File: config.mk
export PLATFORM = sky130hd
export DESIGN_NAME = uart_transmit_fsm_flat
export DESIGN_NICKNAME = d
export VERILOG_FILES = /design/src/rtl/uart_pkg.sv /design/src/rtl/uart_transmit_fsm_if.sv /design/src/rtl/dff.sv /design/src/rtl/uart_tx_shifter.sv /design/src/rtl/uart_transmit_fsm.sv /design/src/flat_wrapper.sv
export SDC_FILE = /design/constraint.sdc
export NUM_CORES = 1
export LEC_CHECK = 0
export BUFFER_PORTS_ARGS = -buffer_cell sky130_fd_sc_hd__buf_4
export CAP_MARGIN = 20
export CORE_MARGIN = 1
export CORE_UTILIZATION = 43
export CTS_BUF_LIST = sky130_fd_sc_hd__clkbuf_2 sky130_fd_sc_hd__clkbuf_4 sky130_fd_sc_hd__clkbuf_8
export CTS_CLUSTER_DIAMETER = 50
export CTS_CLUSTER_SIZE = 40
export DETAILED_ROUTE_END_ITERATION = 10
export GPL_TIMING_DRIVEN = 0
export PLACE_DENSITY = 0.75
export SLEW_MARGIN = 20
export SYNTH_ARGS = -nofsm -noshare
export SYNTH_HDL_FRONTEND = slang
export SYNTH_SLANG_ARGS = --single-unit
File: constraint.sdc
create_clock -name pclk -period 1.65 [get_ports pclk]
set_input_delay 0.165 -clock pclk [delete_from_list [all_inputs] [get_ports pclk]]
set_output_delay 0.165 -clock pclk [all_outputs]
set_load 0.01 [all_outputs]
File: src/rtl/uart_pkg.sv
// Shared UART transmit definitions: FSM state codes, word-length encodings and helpers.
package uart_pkg;

  typedef logic [2:0] tx_state_t;

  localparam tx_state_t TX_IDLE   = 3'd0;
  localparam tx_state_t TX_START  = 3'd1;
  localparam tx_state_t TX_DATA   = 3'd2;
  localparam tx_state_t TX_PARITY = 3'd3;
  localparam tx_state_t TX_STOP   = 3'd4;
  localparam tx_state_t TX_BREAK  = 3'd5;

  localparam logic [1:0] WLS_5 = 2'b00;
  localparam logic [1:0] WLS_6 = 2'b01;
  localparam logic [1:0] WLS_7 = 2'b10;
  localparam logic [1:0] WLS_8 = 2'b11;

  function automatic logic [3:0] wls_to_bits(input logic [1:0] wls);
    return 4'd5 + {2'b00, wls};
  endfunction

endpackage

File: src/rtl/uart_transmit_fsm_if.sv
// TX FIFO read port: head word and empty flag towards the framer, single-cycle pop back.
interface uart_transmit_fsm_if #(parameter int DATA_W = 8);
  logic              tx_fifo_empty;
  logic [DATA_W-1:0] tx_data;
  logic              tx_fifo_rd_en;

  modport master (output tx_fifo_empty, output tx_data, input tx_fifo_rd_en);
  modport slave  (input tx_fifo_empty, input tx_data, output tx_fifo_rd_en);
endinterface

File: src/rtl/dff.sv
// Generic resettable register bank; one cycle of latency, no flow control.
module dff #(
  parameter int                    FLOP_WIDTH  = 1,
  parameter logic [FLOP_WIDTH-1:0] RESET_VALUE = '0
) (
  input  logic                  clk,
  input  logic                  rst_n,
  input  logic [FLOP_WIDTH-1:0] d,
  output logic [FLOP_WIDTH-1:0] q
);
  always_ff @(posedge clk or negedge rst_n) begin
    if (!rst_n) q <= RESET_VALUE;
    else        q <= d;
  end
endmodule

File: src/rtl/uart_tx_shifter.sv
// Data path of the transmitter: masked shift register, bit counter and parity of the latched word.
// Loads on load_i, shifts one bit per shift_i; no backpressure.
module uart_tx_shifter
  import uart_pkg::*;
#(
  parameter int DATA_W = 8
) (
  input  logic              pclk,
  input  logic              presetn,
  input  logic              load_i,
  input  logic              shift_i,
  input  logic [DATA_W-1:0] data_i,
  input  logic [1:0]        wls_i,
  input  logic              eps_i,
  output logic              cur_bit_o,
  output logic              next_bit_o,
  output logic              parity_o,
  output logic              last_bit_o
);
  logic [DATA_W-1:0] shift_q, shift_d, mask, masked;
  logic [2:0]        cnt_q, cnt_d;
  logic [1:0]        wls_q, wls_d;
  logic              par_q, par_d;

  always_comb begin
    mask = '0;
    for (int i = 0; i < DATA_W; i++) mask[i] = (i < int'(wls_to_bits(wls_i)));
    masked = data_i & mask;
  end

  always_comb begin
    shift_d = shift_q;
    cnt_d   = cnt_q;
    wls_d   = wls_q;
    par_d   = par_q;
    if (load_i) begin
      shift_d = masked;
      cnt_d   = 3'd0;
      wls_d   = wls_i;
      // eps=1 selects even parity: the parity bit makes the total count of ones even
      par_d   = eps_i ? ^masked : ~^masked;
    end else if (shift_i) begin
      shift_d = shift_q >> 1;
      cnt_d   = cnt_q + 3'd1;
    end
  end

  always_ff @(posedge pclk or negedge presetn) begin
    if (!presetn) begin
      shift_q <= '0;
      cnt_q   <= '0;
      wls_q   <= '0;
      par_q   <= 1'b0;
    end else begin
      shift_q <= shift_d;
      cnt_q   <= cnt_d;
      wls_q   <= wls_d;
      par_q   <= par_d;
    end
  end

  assign cur_bit_o  = shift_q[0];
  assign next_bit_o = shift_q[1];
  assign parity_o   = par_q;
  assign last_bit_o = (cnt_q == 3'(wls_to_bits(wls_q) - 4'd1));
endmodule

File: src/rtl/uart_transmit_fsm.sv
// UART transmit framer: start, 5-8 data bits LSB first, optional parity, 1-2 stops, plus line break.
// Advances one bit per tx_edge; pops the FIFO only when a new frame can start on that edge.
module uart_transmit_fsm
  import uart_pkg::*;
#(
  parameter int DATA_W = 8
) (
  input  logic                      pclk,
  input  logic                      presetn,
  input  logic                      utrst,
  input  logic                      tx_edge,
  input  logic [1:0]                wls,
  input  logic                      stb,
  input  logic                      pen,
  input  logic                      eps,
  input  logic                      bc,
  uart_transmit_fsm_if.slave        txf,
  output logic                      uart_txd,
  output logic                      tx_busy,
  output logic                      tx_done
);
  tx_state_t state_q, state_d;
  logic      txd_q, txd_d;
  logic      stop_cnt_q, stop_cnt_d;
  logic      stb_q, pen_q;
  logic      frame_end, load, shift, done;
  logic      cur_bit, next_bit, parity, last_bit;

  assign frame_end = (state_q == TX_STOP) && (stop_cnt_q == stb_q);
  assign load  = tx_edge & utrst & ~txf.tx_fifo_empty & ~bc & ((state_q == TX_IDLE) | frame_end);
  assign shift = tx_edge & utrst & (state_q == TX_DATA) & ~last_bit;

  uart_tx_shifter #(.DATA_W(DATA_W)) u_shifter (
    .pclk       (pclk),
    .presetn    (presetn),
    .load_i     (load),
    .shift_i    (shift),
    .data_i     (txf.tx_data),
    .wls_i      (wls),
    .eps_i      (eps),
    .cur_bit_o  (cur_bit),
    .next_bit_o (next_bit),
    .parity_o   (parity),
    .last_bit_o (last_bit)
  );

  always_comb begin
    state_d    = state_q;
    txd_d      = txd_q;
    stop_cnt_d = stop_cnt_q;
    done       = 1'b0;
    if (!utrst) begin
      state_d    = TX_IDLE;
      txd_d      = 1'b1;
      stop_cnt_d = 1'b0;
    end else if (tx_edge) begin
      case (state_q)
        TX_IDLE: begin
          if (bc)        begin state_d = TX_BREAK; txd_d = 1'b0; end
          else if (load) begin state_d = TX_START; txd_d = 1'b0; end
        end
        TX_START: begin
          state_d = TX_DATA;
          txd_d   = cur_bit;
        end
        TX_DATA: begin
          // next_bit is what lands in bit 0 after this edge's shift
          if (!last_bit)  txd_d = next_bit;
          else if (pen_q) begin state_d = TX_PARITY; txd_d = parity; end
          else            begin state_d = TX_STOP; txd_d = 1'b1; stop_cnt_d = 1'b0; end
        end
        TX_PARITY: begin
          state_d    = TX_STOP;
          txd_d      = 1'b1;
          stop_cnt_d = 1'b0;
        end
        TX_STOP: begin
          if (frame_end) begin
            done = 1'b1;
            if (load)    begin state_d = TX_START; txd_d = 1'b0; end
            else if (bc) begin state_d = TX_BREAK; txd_d = 1'b0; end
            else         begin state_d = TX_IDLE;  txd_d = 1'b1; end
          end else begin
            stop_cnt_d = 1'b1;
          end
        end
        TX_BREAK: begin
          if (!bc) begin state_d = TX_IDLE; txd_d = 1'b1; end
        end
        default: begin
          state_d = TX_IDLE;
          txd_d   = 1'b1;
        end
      endcase
    end
  end

  dff #(.FLOP_WIDTH(3), .RESET_VALUE(TX_IDLE)) u_state (
    .clk   (pclk),
    .rst_n (presetn),
    .d     (state_d),
    .q     (state_q)
  );

  always_ff @(posedge pclk or negedge presetn) begin
    if (!presetn) begin
      txd_q      <= 1'b1;
      stop_cnt_q <= 1'b0;
      stb_q      <= 1'b0;
      pen_q      <= 1'b0;
    end else begin
      txd_q      <= txd_d;
      stop_cnt_q <= stop_cnt_d;
      if (load) begin
        stb_q <= stb;
        pen_q <= pen;
      end
    end
  end

  assign txf.tx_fifo_rd_en = load;
  assign uart_txd          = txd_q;
  assign tx_busy           = (state_q != TX_IDLE);
  assign tx_done           = done;
endmodule

File: src/flat_wrapper.sv
// flat-port wrapper written by rule: the top's interface ports become plain ports
module uart_transmit_fsm_flat import uart_pkg::*;
#(
  parameter int DATA_W = 8
)
  (pclk, presetn, utrst, tx_edge, wls, stb, pen, eps, bc, uart_txd, tx_busy, tx_done, txf_tx_fifo_empty, txf_tx_data, txf_tx_fifo_rd_en);
  uart_transmit_fsm_if #(.DATA_W(DATA_W)) txf_i ();
  input  logic pclk;
  input  logic presetn;
  input  logic utrst;
  input  logic tx_edge;
  input  logic [1:0] wls;
  input  logic stb;
  input  logic pen;
  input  logic eps;
  input  logic bc;
  output logic uart_txd;
  output logic tx_busy;
  output logic tx_done;
  input wire logic [$bits(txf_i.tx_fifo_empty)-1:0] txf_tx_fifo_empty;
  input wire logic [$bits(txf_i.tx_data)-1:0] txf_tx_data;
  output wire logic [$bits(txf_i.tx_fifo_rd_en)-1:0] txf_tx_fifo_rd_en;
  assign txf_i.tx_fifo_empty = txf_tx_fifo_empty;
  assign txf_i.tx_data = txf_tx_data;
  assign txf_tx_fifo_rd_en = txf_i.tx_fifo_rd_en;
  uart_transmit_fsm #(.DATA_W(DATA_W)) u_core (.pclk(pclk), .presetn(presetn), .utrst(utrst), .tx_edge(tx_edge), .wls(wls), .stb(stb), .pen(pen), .eps(eps), .bc(bc), .txf(txf_i), .uart_txd(uart_txd), .tx_busy(tx_busy), .tx_done(tx_done));
endmodule
## Word level (Yosys, flattened, before mapping)

Cells that the tools add are included.

- Input bits: 19
- Flip-flop bits (word level): 21
- Logic and storage cells: 93

- $add $sub $neg: 4
- Multiplexer cells: 37
- Reduce and logical (&&, ||, !) cells: 9
- Eq/ne operators: 15
- Bitwise logic cells: 11
- Order comparisons: 8

Operator list:

| kind | number |
|---|---|
| $mux 3 | 12 |
| $mux 1 | 20 |
| $pmux 3 s6 | 1 |
| $lt 3x4->1 const A | 4 |
| $mux 8 | 2 |
| $reduce_and 5->1 | 2 |
| $ne 3x3->1 const B | 3 |
| $and 8x8->8 | 1 |
| $lt 1x4->1 const A | 2 |
| $lt 2x4->1 const A | 2 |
| $reduce_xnor 8->1 | 1 |
| $reduce_xor 8->1 | 1 |
| $and 1x1->1 | 6 |
| $eq 3x2->1 const B | 2 |
| $eq 3x3->1 const B | 2 |
| $ne 3x2->1 const B | 2 |
| $pmux 1 s5 | 1 |
| $add 3x2->4 const A | 1 |
| $ne 4x1->1 const B | 1 |
| $ne 4x4->1 const B | 1 |
| $reduce_and 4->1 | 1 |
| $add 3x1->3 const B | 1 |
| $add 3x2->3 const A | 1 |
| $eq 3x1->1 const B | 1 |
| other kinds (11) | 13 |

## Depth between registers and ports, before layout

- Depth in word-level cells: 9
- Gate-level depth with buffers: 7
- Gate-level depth less buffers: 5

## Hierarchy

Synthesis repeated with hierarchy kept, for this count alone.

- Cells, all modules: 128
- Area, all modules: 1320.0 µm²

Modules (own cells, without submodules):

| module | instances | area an instance (µm²) | sequential area each (µm²) | cells each |
|---|---|---|---|---|
| uart_tx_shifter | 1 | 733.2 | 350.3 | 65 |
| uart_transmit_fsm | 1 | 511.7 | 101.3 | 60 |
| dff | 1 | 75.1 | 75.1 | 3 |

## Worst setup path before layout

OpenSTA, ideal clock, no wires.

- Path type: register -> register
- From: reg u_core.stb_q
- To: reg u_core.u_shifter.par_q (netlist: u_core.u_shifter.parity_o)
- Buffers on the path: 1
- Cell stages (with the launch flop): 6
- Data required time: 1523 ps
- Slack: 10 ps
- Arrival: 1512 ps
- Library setup time: 127 ps
- Cell sequence: dfrtp_1 xor2_2 and2_2 nor3_4 buf_6 mux2_1

- Longest elaborated chain between the ends: 4

Ends and longest elaborated chain:

| element | RTL line | RTL |
|---|---|---|
| start, declared | uart_transmit_fsm.sv:25 | `logic stb_q, pen_q;` |
| start signal, assigned | uart_transmit_fsm.sv:115 | `stb_q <= stb;` |
| $eq 1x1->1 | uart_transmit_fsm.sv:29 | `assign frame_end = (state_q == TX_STOP) && (stop_cnt_q == stb_q);` |
| $logic_and 1x1->1 | uart_transmit_fsm.sv:29 |  |
| $or 1x1->1 | uart_transmit_fsm.sv:30 | `assign load = tx_edge & utrst & ~txf.tx_fifo_empty & ~bc & ((state_q == TX_IDLE) \| frame_end);` |
| $and 1x1->1 | uart_transmit_fsm.sv:30 |  |
| end signal, assigned | uart_tx_shifter.sv:58 | `par_q <= par_d;` |
| end, declared | uart_tx_shifter.sv:23 | `logic par_q, par_d;` |

Every way passes these cells.
A chain may end at the register's enable or synchronous reset.

## Final worst setup path

- From: reg u_core.stop_cnt_q
- To: reg u_core.u_shifter.par_q (netlist: u_core.u_shifter.parity_o)

- Longest elaborated chain between the ends: 4

Ends and longest elaborated chain:

| element | RTL line | RTL |
|---|---|---|
| start, declared | uart_transmit_fsm.sv:24 | `logic stop_cnt_q, stop_cnt_d;` |
| start signal, assigned | uart_transmit_fsm.sv:113 | `stop_cnt_q <= stop_cnt_d;` |
| $eq 1x1->1 | uart_transmit_fsm.sv:29 |  |
| $logic_and 1x1->1 | uart_transmit_fsm.sv:29 |  |
| $or 1x1->1 | uart_transmit_fsm.sv:30 |  |
| $and 1x1->1 | uart_transmit_fsm.sv:30 |  |

Every way passes these cells.

==> run summary <==
Distinct cells, synth: 52
Critical R2R Launch: u_core.stop_cnt_q$_DFFE_PN0P_
Post-Synthesis Cells: 135
antenna cell count: 0
setup slack after layout: -54.1 ps
Worst EP required: 1850 ps
total number of vias: 1,167
# DRC: 3
first-pass GRT wire length: 5310 um
CP Launch Type: flop
Power Dens Cells: 893 nW/um^2
Die X: 57.7 um
synth warn: 0
Std-Cell Rows: 19
Worst R2R End: u_core.u_shifter.parity_o$_DFFE_PN0P_
max-slew violation count: 0
Yosys top cell by area: dfrtp_1
crit path DAT: 1900 ps
clock power share: 15.4%
status: finished with violations
Layout Nets: 201
Synth top area share: 37.5%
MaxCap Viol Count: 0
Final Util: 64.6%
clock tree buffer depth: 2
initial core utilization: 46.8%
die area: 3330 um^2
unrepaired setup endpoints after global routing: yes
initial DRC count: 76
Post-synth EDFFs: 0
Vias/cell: 5.53
fraction of the cycle the final worst path needs: 103%
Reg2Reg Setup Slack: -50 ps
final hold violations: 0
Core Area: 2850 um^2
DRT antenna net count: 0
Reg power frac: 45.1%
global route total overflow: 0
Switch Pwr: 543 uW
Root Buffer: clkbuf_4
flop and latch count out of synthesis: 21
Clock transition at path regs: 120 ps
H-tree depth: 1
Die H: 57.7 um
TritonRoute pass-1 iters: 7
minimum clock period: 1700 ps
Final Setup Violations: 9
Leak: 0.000865 uW
I/O pin cnt: 23
crit path from: u_core.stop_cnt_q$_DFFE_PN0P_
P&R area growth vs syn: 37.8%
synthesized area per cell: 9.90 um^2
fmax: 587 MHz
Max VDD drop: 467 uV
Slew HR: 80.2%
slew at the pin closest to its max-slew limit: 293 ps
Hold/Removal Path Class: input port to flop
layout cells sized above 1: 44.4%
async set-reset flop share out of synthesis: 100%
# clock sinks: 21
antenna violations before repair: 0
Reg2Reg Depth: 6
Routed WL: 3350 um
Crit Path Category: flop to flop
Pint: 1100 uW
most frequent cells in the layout: 36 x buf_4, 18 x dfrtp_1, 10 x inv_1, 9 x nand2_1, 8 x xnor2_1
vias in the first global route: 1,184
Hold WS: 71.2 ps
syn nets: 155
top cells by area, synth: dfrtp_1 37%, xnor2_1 6.6%, mux2_1 4.2%
CTS tree: built
number of port buffers: 21
Setup Skew: 1.09 ps
GP Congestion: 0.904
failing checks: DRC, setup timing
DP Wirelength: 2070 um
Clock Latency Late Sink: 300 ps
largest net degree at the start of global routing: 22
CP Max Fanout: 5
CP endpoint: u_core.u_shifter.parity_o$_DFFE_PN0P_
wire per inst: 15.9 um
Sw Share: 33.0%
TritonCTS Buffers: 3
Crit. End Element: flop
total global-route track usage: 20.3%
main flop type after synthesis: dfrtp_1
sequential share of the synthesized area: 39.4%
synthesized cell area: 1340 um^2
part of the power in combinational logic: 39.5%
filler instances: 251
most common cell after layout, fill and taps aside: buf_4
-- cell usage after synthesis, drive strengths merged (2+ instances only) --
library cell,n
nand4,3
xnor2,10
a221oi,2
nand2,10
a31o,2
nor2b,2
mux2,5
mux2i,4
a21boi,2
nor2,10
nor3,4
and3,2
inv,10
buf,6
dfrtp,20
nand2b,3
xor2,3
a21oi,3
o21ai,11
a221o,2
nand3b,3
-- layout make-up --
type	count	area [um^2]	share of cell area (%)
inverters	10	37.5	2.04
multi-input cells	98	825	44.8
plain buffers	6	61.3	3.33
clock inverters	1	5.00	0.272
clock buffers	3	22.5	1.22
well taps	31	38.8	2.11
flip-flops and latches	21	529	28.7
repair buffers	41	323	17.5
-- worst min-delay path by stage --
stage | startpoint | end | slack (ps) | cells after the start
2_1_floorplan | presetn | u_core.pen_q$_DFFE_PN0P_ | -130 | 0
3_3_place_gp | presetn | u_core.u_state.q[0]$_DFFE_PN0P_ | 60 | 1
4_1_cts | pen | u_core.pen_q$_DFFE_PN0P_ | 60 | 3
5_1_grt | pen | u_core.pen_q$_DFFE_PN0P_ | 60 | 3
6_report | pen | u_core.pen_q$_DFFE_PN0P_ | 70 | 3
3_5_place_dp | presetn | u_core.u_state.q[0]$_DFFE_PN0P_ | 60 | 1
-- per-layer routing --
metal / part of all wire, % / wire length, um / vias up / GRT usage [%]
li1: - / - / 571 / -
met1: 43 / 1450 / 564 / 25.5
met3: 2.9 / 98 / 6 / 2.01
met2: 53 / 1770 / 26 / 37.4
met4: 0.92 / 31 / 0 / 5.10
met5: 0 / 0 / - / 0
-- registers in the layout, summed over array words and instances (netlist names) --
| register | count |
|---|---|
| u_core.u_shifter.shift_q | 8 |
| u_core.pen_q | 1 |
| u_core.u_shifter.wls_q | 2 |
| u_core.u_shifter.cnt_q | 3 |
| u_core.u_shifter.parity_o | 1 |
| u_core.stb_q | 1 |
| u_core.uart_txd | 1 |
| u_core.stop_cnt_q | 1 |
| u_core.u_state.q | 3 |
-- power groups by stage --
stage / clock, uW / combinational, uW / sequential, uW
finish: 253 / 650 / 741
global route: 281 / 706 / 756
CTS: 258 / 584 / 732
detailed placement: 0 / 457 / 744
global placement: 0 / 443 / 732
floorplan: 0 / 333 / 715
-- worst max-delay path, stage by stage (launching register included) --
cell and delay (ps):
dfrtp_1 430, xor2_2 190, and2_4 150, nor3_4 230
buf_6 180, buf_8 120, mux2_4 300
-- per-stage QoR --
| step | total power (uW) | area [um^2] | TNS (ps) | worst slack (ps) | std cells |
|---|---|---|---|---|---|
| 2_1_floorplan | 1050 | 1340 | 0 | 10.4 | 135 |
| 3_3_place_gp | 1170 | 1530 | -577 | -143 | 187 |
| 3_5_place_dp | 1200 | 1530 | -779 | -172 | 187 |
| 4_1_cts | 1570 | 1760 | -190 | -43.5 | 207 |
| 5_1_grt | 1740 | 1840 | -768 | -105 | 211 |
| 6_report | 1640 | 1840 | -321 | -54.1 | 211 |
-- kinds of logic (layout without fill, tap and decap cells) --
group | count (synthesis) | after routing | synth area share [%]
mux | 9 | 9 | 7.21
fa+ha+maj | 1 | 1 | 0.936
compound gates | 33 | 33 | 18.0
flops | 21 | 21 | 39.4
xor+xnor | 13 | 13 | 9.08
buf+inv | 16 | 61 | 6.27
simple gates | 42 | 42 | 19.1
-- repair_timing --
item	CTS	global route
resized for setup	18	16
cloned	1	1
buffers inserted	14	5
hold endpoints to repair	21	0
hold buffers	1	0
endpoints found under the setup margin	15	19
pin swaps	6	5
Note: power is estimated with default switching activity, not from simulation.
